**src/rtl/calc_pkg.sv**
```systemverilog
`default_nettype none
// ============================================================================
// Module      : calc_pkg
// Description : Shared widths and operation encodings for the calculator
//               input front-end.
// Revision    : 1.0 - initial release
// ============================================================================
package calc_pkg;

    localparam int OPERAND_W = 4;
    localparam int RESULT_W  = 8;
    localparam int COUNTER_W = 16;

    typedef logic [OPERAND_W-1:0] operand_t;
    typedef logic [3:0]           op_t;

    localparam op_t OP_CONCAT = 4'b0000;
    localparam op_t OP_ADD    = 4'b0001;
    localparam op_t OP_SUB    = 4'b0010;
    localparam op_t OP_MUL    = 4'b0100;
    localparam op_t OP_SADD   = 4'b1000;

    // Lowest-index press wins; pressing the active op again returns to concat.
    function automatic op_t op_select(input logic [3:0] rise, input op_t cur);
        op_t sel;
        sel = OP_CONCAT;
        for (int i = 3; i >= 0; i--) begin
            if (rise[i]) begin
                sel    = OP_CONCAT;
                sel[i] = 1'b1;
            end
        end
        return (sel == cur) ? OP_CONCAT : sel;
    endfunction

endpackage
`default_nettype wire

```
**src/rtl/btn_debounce.sv**
```systemverilog
`default_nettype none
// ============================================================================
// Module      : btn_debounce
// Description : Two-flop synchronizer, stability-count debouncer and rising
//               edge detector for one push-button.
// Revision    : 1.0 - initial release
// ============================================================================
module btn_debounce #(
    parameter int DEBOUNCE_CYCLES = 250000
) (
    input  logic clk_i,
    input  logic rst_n_i,
    input  logic raw_i,
    output logic level_o,
    output logic rise_o
);

    localparam int CNT_W = (DEBOUNCE_CYCLES > 1) ? $clog2(DEBOUNCE_CYCLES) : 1;
    localparam logic [CNT_W-1:0] CNT_LAST = CNT_W'(DEBOUNCE_CYCLES - 1);

    logic [1:0]       sync_q;
    logic [CNT_W-1:0] cnt_q;
    logic [CNT_W-1:0] cnt_d;
    logic             level_q;
    logic             level_d;
    logic             prev_q;

    // Count only while the synchronized input disagrees with the held level.
    always_comb begin
        cnt_d   = '0;
        level_d = level_q;
        if (sync_q[1] != level_q) begin
            if (cnt_q == CNT_LAST) begin
                level_d = sync_q[1];
            end else begin
                cnt_d = cnt_q + 1'b1;
            end
        end
    end

    always_ff @(posedge clk_i or negedge rst_n_i) begin
        if (!rst_n_i) begin
            sync_q  <= '0;
            cnt_q   <= '0;
            level_q <= 1'b0;
            prev_q  <= 1'b0;
        end else begin
            sync_q  <= {sync_q[0], raw_i};
            cnt_q   <= cnt_d;
            level_q <= level_d;
            prev_q  <= level_q;
        end
    end

    assign level_o = level_q;
    assign rise_o  = level_q & ~prev_q;

endmodule
`default_nettype wire

```
**src/rtl/calc_input_ctrl.sv**
```systemverilog
`default_nettype none
// ============================================================================
// Module      : calc_input_ctrl
// Description : Calculator front-end: debounced op buttons, operand capture
//               on press, and a prescaled free-running counter.
// Revision    : 1.0 - initial release
// ============================================================================
module calc_input_ctrl
    import calc_pkg::*;
#(
    parameter int DEBOUNCE_CYCLES = 250000,
    parameter int TICK_DIV        = 50000000
) (
    input  logic        clk_pi,
    input  logic        rst_n_pi,
    input  logic [7:0]  sw_pi,
    input  logic [3:0]  btn_pi,
    output logic [3:0]  data1_po,
    output logic [3:0]  data2_po,
    output logic [3:0]  op_po,
    output logic        op_valid_po,
    output logic [15:0] counter_po
);

    localparam int PRESC_W = (TICK_DIV > 1) ? $clog2(TICK_DIV) : 1;
    localparam logic [PRESC_W-1:0] PRESC_LAST = PRESC_W'(TICK_DIV - 1);

    logic [7:0]           sw_meta_q;
    logic [7:0]           sw_sync_q;
    logic [3:0]           btn_level;
    logic [3:0]           btn_rise;
    operand_t             data1_q;
    operand_t             data2_q;
    op_t                  op_q;
    logic                 valid_q;
    logic [PRESC_W-1:0]   presc_q;
    logic [COUNTER_W-1:0] count_q;

    generate
        for (genvar i = 0; i < 4; i++) begin : g_btn
            btn_debounce #(
                .DEBOUNCE_CYCLES(DEBOUNCE_CYCLES)
            ) u_btn_debounce (
                .clk_i  (clk_pi),
                .rst_n_i(rst_n_pi),
                .raw_i  (btn_pi[i]),
                .level_o(btn_level[i]),
                .rise_o (btn_rise[i])
            );
        end
    endgenerate

    // Operands and op code move together, only on a debounced press.
    always_ff @(posedge clk_pi or negedge rst_n_pi) begin
        if (!rst_n_pi) begin
            sw_meta_q <= '0;
            sw_sync_q <= '0;
            data1_q   <= '0;
            data2_q   <= '0;
            op_q      <= OP_CONCAT;
            valid_q   <= 1'b0;
        end else begin
            sw_meta_q <= sw_pi;
            sw_sync_q <= sw_meta_q;
            valid_q   <= |btn_rise;
            if (|btn_rise) begin
                data1_q <= sw_sync_q[7:4];
                data2_q <= sw_sync_q[3:0];
                op_q    <= op_select(btn_rise, op_q);
            end
        end
    end

    always_ff @(posedge clk_pi or negedge rst_n_pi) begin
        if (!rst_n_pi) begin
            presc_q <= '0;
            count_q <= '0;
        end else if (presc_q == PRESC_LAST) begin
            presc_q <= '0;
            count_q <= count_q + 1'b1;
        end else begin
            presc_q <= presc_q + 1'b1;
        end
    end

    assign data1_po    = data1_q;
    assign data2_po    = data2_q;
    assign op_po       = op_q;
    assign op_valid_po = valid_q;
    assign counter_po  = count_q;

    // Level outputs are kept for debug visibility only.
    logic w_unused;
    assign w_unused = ^btn_level;

endmodule
`default_nettype wire

```
**config.mk**
```make
export PLATFORM = sky130hd
export DESIGN_NAME = calc_input_ctrl
export DESIGN_NICKNAME = d
export VERILOG_FILES = /design/src/rtl/calc_pkg.sv /design/src/rtl/btn_debounce.sv /design/src/rtl/calc_input_ctrl.sv
export SDC_FILE = /design/constraint.sdc
export NUM_CORES = 1
export LEC_CHECK = 0
export BUFFER_PORTS_ARGS = -buffer_cell sky130_fd_sc_hd__buf_2
export CELL_PAD_IN_SITES_DETAIL_PLACEMENT = 0
export CELL_PAD_IN_SITES_GLOBAL_PLACEMENT = 2
export CORE_MARGIN = 2
export CORE_UTILIZATION = 40
export DETAILED_ROUTE_END_ITERATION = 8
export HOLD_SLACK_MARGIN = 0.08
export PLACE_DENSITY = 0.8
export RECOVER_POWER = 50
export SYNTH_ARGS = -nofsm -noshare
export SYNTH_HDL_FRONTEND = slang
export SYNTH_SLANG_ARGS = --single-unit
```
**constraint.sdc**
```tcl
create_clock -name clk_pi -period 3.81 [get_ports clk_pi]
set_clock_uncertainty 0.2 [all_clocks]
set_input_delay 0.381 -clock clk_pi [delete_from_list [all_inputs] [get_ports clk_pi]]
set_output_delay 0.381 -clock clk_pi [all_outputs]
set_load 0.05 [all_outputs]
```
# --- Yosys cells after proc, flatten, opt, wreduce, memory -nomap -nowiden ---
# Cells that the tools add are included.
word_totals:
  regBits: 159
  in_bits: 14
  word_cells: 68
classes:
  n_addsub: 6
  n_eq_ne: 10
  mux: 15
  bitwise: 8
  n_reduce_logical: 5
ops:
  columns: ["op", "n"]
  rows:
  - ["2-to-1 mux 18 bit", 8]
  - ["adder 18 x 1 -> 18 bit (second input constant)", 4]
  - ["equality test 18 bit (second input constant)", 4]
  - ["adder 26 x 1 -> 26 bit (second input constant)", 1]
  - ["equality test 26 bit (second input constant)", 1]
  - ["2-to-1 mux 26 bit", 1]
  - ["2-to-1 mux 4 bit", 6]
  - ["adder 16 x 1 -> 16 bit (second input constant)", 1]
  - ["AND reduction 2 bit", 4]
  - ["AND 1 bit", 4]
  - ["equality test 4 bit", 1]
  - ["inequality test 1 bit", 4]
  - ["inverter 1 bit", 4]
  - ["OR reduction 4 bit", 1]

# --- Longest topological paths before layout ---
# Gate-level depths: netlist of run 1.
logic_depth:
  depth_word: 9
  depth_mapped: 8
  mapped_depth_nobuf: 6

# --- Cells and area by module ---
# A second synthesis of run 1 with hierarchy kept.
hier_totals:
  cells_unflattened: 665
  area_unflattened_um2: 7320.8
by_module_without_submodules:
  columns: ["module", "n_inst", "cells_per_inst", "area_each_um2", "seq_area_each_um2"]
  rows:
  - ["btn_debounce at g_btn[0].u_btn_debounce ...", 3, 100, 1061.0, 550.5]
  - ["calc_input_ctrl", 1, 266, 3061.7, 1776.7]
  - ["btn_debounce at g_btn[2].u_btn_debounce", 1, 99, 1076.0, 550.5]

# --- Worst setup path before layout of run 1 ---
# OpenSTA, ideal clock, no wires.
synth_path:
  kind: "reg-to-reg"
  start: "register presc_q[0]"
  end: "register count_q[10], in the netlist counter_po[10]"
  arrival_ns: 1.635
  path_slack_ns: 1.833
  stages_incl_launch_ff: 9
  path_buffers: 2
  period_less_slack_ns: 1.977
  cell_sequence: "dfrtp_1 -> ha_1 -> and4_1 -> buf_4 -> and3_4 -> and3_4 -> buf_6 -> nand4_1 -> xnor2_1"
synth_between:
  elab_chain_len: 1
synth_rtl:
  columns: ["element", "line", "source"]
  rows:
  - ["start: declaration", "calc_input_ctrl.sv:36", "logic [PRESC_W-1:0] presc_q;"]
  - ["start signal: assignment", "calc_input_ctrl.sv:82", "presc_q <= presc_q + 1'b1;"]
  - ["equality test 26 bit", "calc_input_ctrl.sv:78", "end else if (presc_q == PRESC_LAST) begin"]
  - ["end signal: assignment", "calc_input_ctrl.sv:80", "count_q <= count_q + 1'b1;"]
  - ["end: declaration", "calc_input_ctrl.sv:37", "logic [COUNTER_W-1:0] count_q;"]
# Every way passes these cells.
# A chain may end at the register's enable or synchronous reset.

==> metrics.csv, run 1 <==
metric,value,unit
use_met3,4.73,%
synth_top_family_by_area,simple AND/OR/NAND/NOR gates,
synthSimpleGateAreaFrac,22.2,%
cts.clk_slew.worst_paths,60,ps
worstSetupStartpoint,rst_n_pi,
cts_tree,built,
final_cell_mix,"dfrtp_1, nor2_1, xor2_1, xnor2_1, nand3_1",
fillers,1589,
whs,147,ps
critPathLaunchType,input pin,
synth_cell_type_count,39,
multi_input_area,2710,µm²
grt_overflow,0,
timing.rr.start,presc_q[5]$_DFF_PN0_,
use_met1,20.8,%
ys_ff_latch,159,
drcViolationCount,0,
wirelength,13.0,mm
p_leak,3.44,nW
grt_pass1_wl,22.0,mm
grt_pass1_vias,4453,
crit_family,buffers and inverters,
synth_compound_area_share,0.985,%
grt_busiest_layer,met2,
final_common_cell,dfrtp_1,
start_util,41.1,%
ant_nets,0,
fin_util,47.3,%
cp_cell_sequence,"dlygate4sd3_1, clkbuf_2, buf_4",
cp_slowest_cell,clkbuf_2,
yosysTopAreaCellShare,58.0,%
avgSynthCellArea,10.9,µm²
dp.cells,877,
critPathBufInv,3,
die_w,135,µm
yosys.area_share.adder,1.09,%
syn-num-nets,647,
rrSetupSlack,1400,ps
maxCapViolations,1,
cts.path.max_buffers,2,
post_synth_instance_area,6860,µm²
postLayoutCellArea,7900,µm²
intPower,2.63,mW
post_cts_buffers,0,
drtIter0Drc,286,
placed_area,7260,µm²
synth_xor_area_share,13.3,%
clock_sinks,159,
crit_arrival,3110,ps
htreeDepth,4,
cts_resized,0,
p_seq_share,51.0,%
min_path_cells,0,
die_h,135,µm
final_hold_viol_count,0,
ys_top_cells_by_area,"dfrtp_1, xor2_1, xnor2_1, nor2_1, nand3_1",
io_buffers,42,
finalMaxSlewViolations,95,
p_sw,0.754,mW
min_period,2730,ps
fmax,366,MHz
setup_viol,0,
peakVddDrop,0.314,mV
setup_ws,1080,ps
hold_class,register to register,
antenna_found_initial,0,
clock_latency,420,ps
num_rows,47,
pwr-share-clk,46.4,%
yosys_warnings,0,
fin_nets,709,
hp-start,sw_meta_q[7]$_DFF_PN0_,
core_area,16700,µm²
critPathMaxStageDelay,1620,ps
comb_power_share,2.5,%
drive_above_1_share,8.83,%
ios,43,
violations,"capacitance limit, slew limit",
swShare,22.3,%
firstDrtPassIters,4,
antenna_cells,0,
ff_latch_area,3980,µm²
drt-wirelength-per-cell,14.1,µm
cts_buffers,17,
avgViaCountPerCell,4.96,
run_status,"finished, violations left",
cp_num_cells,3,
min_period_over_period,71.8,%
pre_cts_ws,1400,ps
hpwl,8.76,mm
power-per-cell-area,428,nW/µm²
final_cells,922,
ff2ff_path_depth,5,
worst_pin_slew,2290,ps
power.total,3.38,mW
synth_top_area_cell,dfrtp_1,
met2_usage,23.6,%
die-area,18200,µm²
worstSetupPathType,input pin to asynchronous set/reset pin,
vias,4575,
grt_use_total,15.2,%
critPathMaxFanout,94,
rsz0062_at_grt,no,
seq_area_frac_synth,58.0,%
gp_congestion,0.732,
grt_max_degree,95,
postSynthCellCount,627,
synthMuxAreaShare,1.97,%
max-slew-margin-rel,-52.5,%
required,4190,ps
tns,0,ps
cp-end-kind,asynchronous set/reset pin,
area_growth,15.1,%
cts-root-buf,clkbuf_16,
rr_endpoint,presc_q[17]$_DFF_PN0_,
holdPathEnd,sw_sync_q[7]$_DFF_PN0_,
flip-flops by register name, summed over array words and instances, names as in the netlist:
register,count
g_btn.u_btn_debounce.cnt_q,72
presc_q,26
counter_po,16
g_btn.u_btn_debounce.sync_q,8
sw_meta_q,8
sw_sync_q,8
data1_po,4
data2_po,4
g_btn.u_btn_debounce.level_o,4
g_btn.u_btn_debounce.prev_q,4
op_po,4
op_valid_po,1
cells in the mapped netlist (all sizes together):
cell and number:
a21oi 2, a31oi 1, and2 2, and3 14
and4 8, and4b 1, buf 14, clkbuf 1
dfrtp 159, ha 6, inv 14, mux2 12
nand2 42, nand2b 7, nand3 48, nand3b 4
nand4 31, nor2 109, nor2b 2, nor3 18
nor4 12, nor4b 3, nor4bb 1, o211ai 1
o21ai 3, o22ai 2, o31ai 1, o32ai 1
or2 2, or3 1, or4 1, xnor2 51
xor2 53
worst max-delay path by stage:
stage	to	slack (ps)
floorplan	counter_po[10]$_DFFE_PN0N_	1830
global placement	presc_q[17]$_DFF_PN0_	1480
detailed placement	presc_q[17]$_DFF_PN0_	1400
CTS	presc_q[17]$_DFF_PN0_	1390
global route	sw_sync_q[4]$_DFF_PN0_	550
finish	g_btn[2].u_btn_debounce.cnt_q[9]$_DFF_PN0_	1080
layout make-up:
class,instances,share of cell area (%)
sequential,159,50.4
multi-input combinational,439,34.4
clock buffer,21,5.96
timing repair buffer,58,4.12
tap,220,3.48
clock inverter,11,1.05
inverter,14,0.665
power by group through the flow:
stage	sequential (mW)	combinational, mW	clock [mW]
floorplan	1.75	0.0349	0
global route	1.73	0.100	1.70
global placement	1.76	0.0791	0
detailed placement	1.76	0.0804	0
finish	1.73	0.0859	1.57
CTS	1.73	0.0909	1.62
cells by family (layout without fill, tap and decap cells):
| logic type | count (synthesis) | after routing |
|---|---|---|
| adder cells (fa/ha/maj) | 6 | 6 |
| multiplexers | 12 | 12 |
| XOR/XNOR | 104 | 104 |
| AND/OR/NAND/NOR | 306 | 306 |
| flip-flops | 159 | 159 |
| buffers and inverters | 29 | 104 |
| AO/OA/AOI/OAI | 11 | 11 |
repair_timing:
item | 4_1_cts | 5_1_grt
endpoints found under the setup margin | 0 | 0
hold endpoints to repair | 103 | 0
hold buffers | 13 | 0
metal layers:
| metal | vias up | share of wire, % |
|---|---|---|
| li1 | 2247 | - |
| met1 | 2239 | 49 |
| met2 | 76 | 45 |
| met3 | 13 | 4.4 |
| met4 | 0 | 1.0 |
| met5 | - | 0 |
Power figures use the tool's default switching activity.
==> inputs of run 2 (changes only) <==
--- a/config.mk
+++ b/config.mk
@@ -5,14 +5,15 @@
 export SDC_FILE = /design/constraint.sdc
 export NUM_CORES = 1
 export LEC_CHECK = 0
+export ABC_AREA = 1
 export BUFFER_PORTS_ARGS = -buffer_cell sky130_fd_sc_hd__buf_2
 export CELL_PAD_IN_SITES_DETAIL_PLACEMENT = 0
 export CELL_PAD_IN_SITES_GLOBAL_PLACEMENT = 2
 export CORE_MARGIN = 2
-export CORE_UTILIZATION = 40
+export CORE_UTILIZATION = 36
 export DETAILED_ROUTE_END_ITERATION = 8
 export HOLD_SLACK_MARGIN = 0.08
-export PLACE_DENSITY = 0.8
+export PLACE_DENSITY = 0.81
 export RECOVER_POWER = 50
 export SYNTH_ARGS = -nofsm -noshare
 export SYNTH_HDL_FRONTEND = slang
==> constraint.sdc (replaced) <==
create_clock -name clk_pi -period 2.7 [get_ports clk_pi]
set_clock_uncertainty 0.2 [all_clocks]
set_input_delay 0.27 -clock clk_pi [delete_from_list [all_inputs] [get_ports clk_pi]]
set_output_delay 0.27 -clock clk_pi [all_outputs]
set_load 0.05 [all_outputs]
==> run 2 against run 1 <==
Effect of this change:
- the flow now finishes without violations
- clock power is 59% higher
- via count is 43% higher
- clock-buffer cell count is 4 lower
- worst setup slack worse by 360 ps
- combinational power is 58% higher
- total power is 50% higher
- sequential share of layout area is 8.1 points lower
- critical path depth stayed put
- global-route usage is 1.1 points higher
- utilization is 4.3 points lower
- largest cell class unchanged
==> metrics.csv, run 2 <==
metric,value,unit
run_status,"complete, no violations",
cts_buffers,17,
vias,6551,
rsz0062_at_grt,no,
core_area,21900,µm²
largest_reg_flops,72,
placed_area,8660,µm²
min_period,1990,ps
cts.clk_slew.worst_paths,70,ps
synth_cell_type_count,26,
max-slew-margin-rel,5.89,%
fillers,2269,
dp.cells,1389,
postSynthCellCount,1066,
worstSetupPathType,input pin to asynchronous set/reset pin,
avgViaCountPerCell,4.57,
final_cell_mix,"nand2_1, nor2_1, dfrtp_1, inv_1, nand3_1",
critPathLaunchType,input pin,
worst_pin_slew,1410,ps
hpwl,13.0,mm
antenna_cells,0,
grt_use_total,16.4,%
setup_viol,0,
worstSetupStartpoint,rst_n_pi,
power-per-cell-area,539,nW/µm²
hold_class,register to register,
clock_latency,420,ps
ant_nets,0,
timing.rr.start,presc_q[0]$_DFF_PN0_,
postLayoutCellArea,9400,µm²
grt_pass1_vias,6473,
htreeDepth,4,
top_register,g_btn.u_btn_debounce.cnt_q,
ys_top_cells_by_area,"dfrtp_1, nand2_1, nor2_1, inv_1, nand3_1",
synth_most_common_cell,nand2_1,
firstDrtPassIters,4,
cp-end-kind,asynchronous set/reset pin,
ys_async_sr_fraction,100,%
gp_congestion,0.791,
area_growth,16.8,%
die-area,23600,µm²
maxCapViolations,0,
ios,43,
die_w,154,µm
synth_edf_count,0,
final_hold_viol_count,0,
drt-wirelength-per-cell,12.6,µm
cts_tree,built,
synth_top_area_cell,dfrtp_1,
syn-num-nets,1086,
p_leak,4.42,nW
finalMaxSlewViolations,0,
wirelength,18.1,mm
clock_sinks,159,
tns,0,ps
drcViolationCount,0,
drive_above_1_share,8.67,%
post_synth_instance_area,8050,µm²
start_util,36.8,%
crit_arrival,2360,ps
yosysTopAreaCellShare,49.4,%
critPathMaxFanout,50,
grt_overflow,0,
hp-start,sw_meta_q[5]$_DFF_PN0_,
cts-root-buf,clkbuf_16,
pre_cts_ws,710,ps
yosys_warnings,0,
peakVddDrop,0.334,mV
fmax,504,MHz
synth_ff_type,dfrtp_1,
min_period_over_period,73.5,%
grt_pass1_wl,31.6,mm
avgSynthCellArea,7.55,µm²
fin_nets,1161,
final_common_cell,nand2_1,
io_buffers,42,
num_rows,54,
post_cts_buffers,0,
ys_ff_latch,159,
synth_common_cells,"nand2_1, nor2_1, dfrtp_1, inv_1, nand3_1",
die_h,154,µm
required,3080,ps
seq_area_frac_synth,49.4,%
final_cells,1434,
antenna_found_initial,0,
setup_ws,715,ps
grt_max_degree,51,
drtIter0Drc,264,
cts.path.max_buffers,2,
run 2: cell families (layout without fill, tap and decap cells):
logic type / count (synthesis) / count (layout) / share of synthesized area (%)
buffers and inverters: 131 / 219 / 6.29
XOR/XNOR: 54 / 54 / 5.87
adder cells (fa/ha/maj): 6 / 6 / 0.932
flip-flops: 159 / 159 / 49.4
AND/OR/NAND/NOR: 686 / 686 / 35.4
AO/OA/AOI/OAI: 30 / 30 / 2.05
run 2: worst paths after layout:
kind	to	slack [ps]	cells past startpoint
max in group clk_pi	counter_po[6]$_DFFE_PN0N_	760	8
min in group asynchronous	presc_q[21]$_DFF_PN0_	500	2
hold reg to reg	sw_sync_q[5]$_DFF_PN0_	150	0
setup reg to reg	counter_po[6]$_DFFE_PN0N_	760	8
setup / recovery	g_btn[3].u_btn_debounce.cnt_q[8]$_DFF_PN0_	710	3
hold / removal	sw_sync_q[5]$_DFF_PN0_	150	0
run 2: worst max-delay path, stage by stage:
cell	delay [ps]
dlygate4sd3_1	520
clkbuf_2	1020
buf_4	500
run 2: where the power goes:
part	internal [mW]	switching [mW]	leakage, nW	total (mW)
sequential	2.41	0.0217	2.14	2.43
clock	1.34	1.15	0.294	2.49
combinational	0.0469	0.0888	1.98	0.136
total	3.80	1.26	4.42	5.06
run 2: area by class of cell:
| cell class | count | area [µm²] | area share, % |
|---|---|---|---|
| Clock inverter | 15 | 190 | 2.02 |
| Sequential cell | 159 | 3980 | 42.3 |
| Timing Repair Buffer | 63 | 425 | 4.52 |
| Tap cell | 280 | 350 | 3.73 |
| Clock buffer | 17 | 425 | 4.52 |
| Inverter | 124 | 465 | 4.95 |
| Multi-Input combinational cell | 776 | 3570 | 37.9 |
run 2: metrics by stage:
stage	util [%]	hold WS, ps	power (mW)
after detailed placement	39.6	71.0	2.61
final	42.9	152	5.06
after global placement	39.6	73.0	2.61
after floorplan	-	-226	2.52
after CTS	43.0	155	5.16
after global routing	42.9	165	5.29
run 2: layer usage:
metal	share of wire (%)	track usage [%]	up-vias
li1	-	-	3476
met2	46	26.5	55
met5	0	0	-
met1	51	22.9	3010
met4	0.72	3.67	0
met3	2.0	3.24	10
run 2: repair_timing:
| item | 4_1_cts | 5_1_grt |
|---|---|---|
| endpoints found under the hold margin | 147 | 0 |
| hold buffers | 13 | 0 |
| gates resized for setup | 0 | 0 |
==> inputs of run 3 (changes only) <==
==> constraint.sdc (replaced) <==
create_clock -name clk_pi -period 2 [get_ports clk_pi]
set_clock_uncertainty 0.2 [all_clocks]
set_input_delay 0.2 -clock clk_pi [delete_from_list [all_inputs] [get_ports clk_pi]]
set_output_delay 0.2 -clock clk_pi [all_outputs]
set_load 0.05 [all_outputs]
==> run 3 against run 2 <==
Effect of this change:
- utilization is 0.83 points higher
- flip-flop and latch count stayed put
- critical path depth is 7 higher
- cell count is 1.8% higher
- total power is 33% higher
- clock-buffer cell count stayed put
- non-clock buffer count is 26 higher
- cell area is 1.9% higher
- sequential share of layout area is 0.81 points lower
==> metrics.csv, run 3 (synthesis results as in run 2) <==
metric,value,unit
fin_util,43.8,%
grt_max_degree,55,
swShare,25.7,%
cts.clk_slew.worst_paths,70,ps
grt_pass1_vias,6575,
drive_above_1_share,10.8,%
final_cell_mix,"nand2_1, nor2_1, dfrtp_1, inv_1, nand3_1",
die_w,154,µm
critPathLaunchType,register,
num_rows,54,
maxCapViolations,0,
fin_nets,1187,
p_seq_share,48.6,%
core_area,21900,µm²
cp_cell_sequence,"ha_1, nand2_1, nor2_4, nand2_2, inv_1, nand2_1, nor2_1, nand3_1, nand2_1, inv_1",
rr_endpoint,presc_q[18]$_DFF_PN0_,
rrSetupSlack,170,ps
cts-root-buf,clkbuf_16,
cts_buffers,17,
critPathBufInv,2,
holdPathEnd,g_btn[2].u_btn_debounce.sync_q[1]$_DFF_PN0_,
die-area,23600,µm²
setup_viol,0,
final_common_cell,nand2_1,
placed_area,8860,µm²
p_leak,4.55,nW
cts_tree,built,
min_period_over_period,91.3,%
critPathMaxStageDelay,390,ps
power.total,6.76,mW
grt_pass1_wl,32.1,mm
worst_pin_slew,860,ps
crit_family,simple AND/OR/NAND/NOR gates,
gp_congestion,0.812,
cp_common_cell,nand2_1,
pwr-share-clk,48.7,%
run_status,"complete, no violations",
tns,0,ps
rsz0062_at_grt,no,
drcViolationCount,0,
firstDrtPassIters,4,
vias,6625,
ff2ff_path_depth,10,
die_h,154,µm
area_growth,19.0,%
ios,43,
grt_overflow,0,
min_period,1830,ps
hold_class,register to register,
timing.rr.start,presc_q[0]$_DFF_PN0_,
postLayoutCellArea,9580,µm²
power-per-cell-area,705,nW/µm²
clock_latency,440,ps
dp.cells,1414,
drtIter0Drc,344,
crit_arrival,1950,ps
critPathMaxFanout,8,
min_path_cells,0,
antenna_cells,0,
comb_power_share,2.7,%
required,2130,ps
worstSetupPathType,register to register,
hp-start,g_btn[2].u_btn_debounce.sync_q[0]$_DFF_PN0_,
wirelength,18.5,mm
drt-wirelength-per-cell,12.7,µm
fmax,547,MHz
max-slew-margin-rel,42.7,%
cp-end-kind,register,
antenna_found_initial,0,
ant_nets,0,
final_cells,1460,
largest_reg_flops,72,
intPower,5.02,mW
start_util,36.8,%
p_sw,1.74,mW
avgViaCountPerCell,4.54,
cts.path.max_buffers,2,
post_cts_buffers,0,
top_register,g_btn.u_btn_debounce.cnt_q,
hpwl,13.4,mm
io_buffers,42,
clock_sinks,159,
peakVddDrop,0.441,mV
grt_use_total,16.7,%
cp_slowest_cell,dfrtp_1,
final_hold_viol_count,0,
finalMaxSlewViolations,0,
htreeDepth,4,
run 3: worst max-delay path by stage:
stage	slack [ps]	end	from	cells past startpoint
CTS	100	counter_po[5]$_DFFE_PN0N_	presc_q[0]$_DFF_PN0_	8
global route	10	presc_q[17]$_DFF_PN0_	presc_q[2]$_DFF_PN0_	6
floorplan	130	counter_po[12]$_DFFE_PN0N_	counter_po[0]$_DFFE_PN0N_	7
finish	170	presc_q[18]$_DFF_PN0_	presc_q[0]$_DFF_PN0_	10
global placement	150	counter_po[5]$_DFFE_PN0N_	presc_q[0]$_DFF_PN0_	8
detailed placement	120	counter_po[5]$_DFFE_PN0N_	presc_q[0]$_DFF_PN0_	8
run 3: cell type report:
type                       count  area [µm²]
tap                          280         350
multi-input combinational    776        3590
inverter                     124         465
clock inverter                15         186
timing repair buffer          89         592
fill                        2262       12300
sequential                   159        3980
clock buffer                  17         425
run 3: power by group through the flow:
stage	logic (mW)	registers (mW)	clock network [mW]
2_1_floorplan	0.0548	3.34	0
3_3_place_gp	0.181	3.35	0
3_5_place_dp	0.181	3.35	0
4_1_cts	0.208	3.29	3.40
5_1_grt	0.215	3.29	3.53
6_report	0.183	3.29	3.29
run 3: metal layers:
layer	part of all wire (%)	track usage, %
met1	50	23.1
met2	46	26.9
met3	2.5	2.90
met4	1.1	5.20
met5	0	0
run 3: repair_timing:
item | CTS | global route
gates resized for setup | 0 | 5
endpoints found under the hold margin | 171 | 0
hold buffers | 14 | 0
setup endpoints to repair | 0 | 26
run 3: per-stage QoR:
step,hold WS (ps),setup WS [ps]
2_1_floorplan,-296,134
3_3_place_gp,-77.1,153
3_5_place_dp,-73.2,122
4_1_cts,138,103
5_1_grt,160,10.2
6_report,150,173
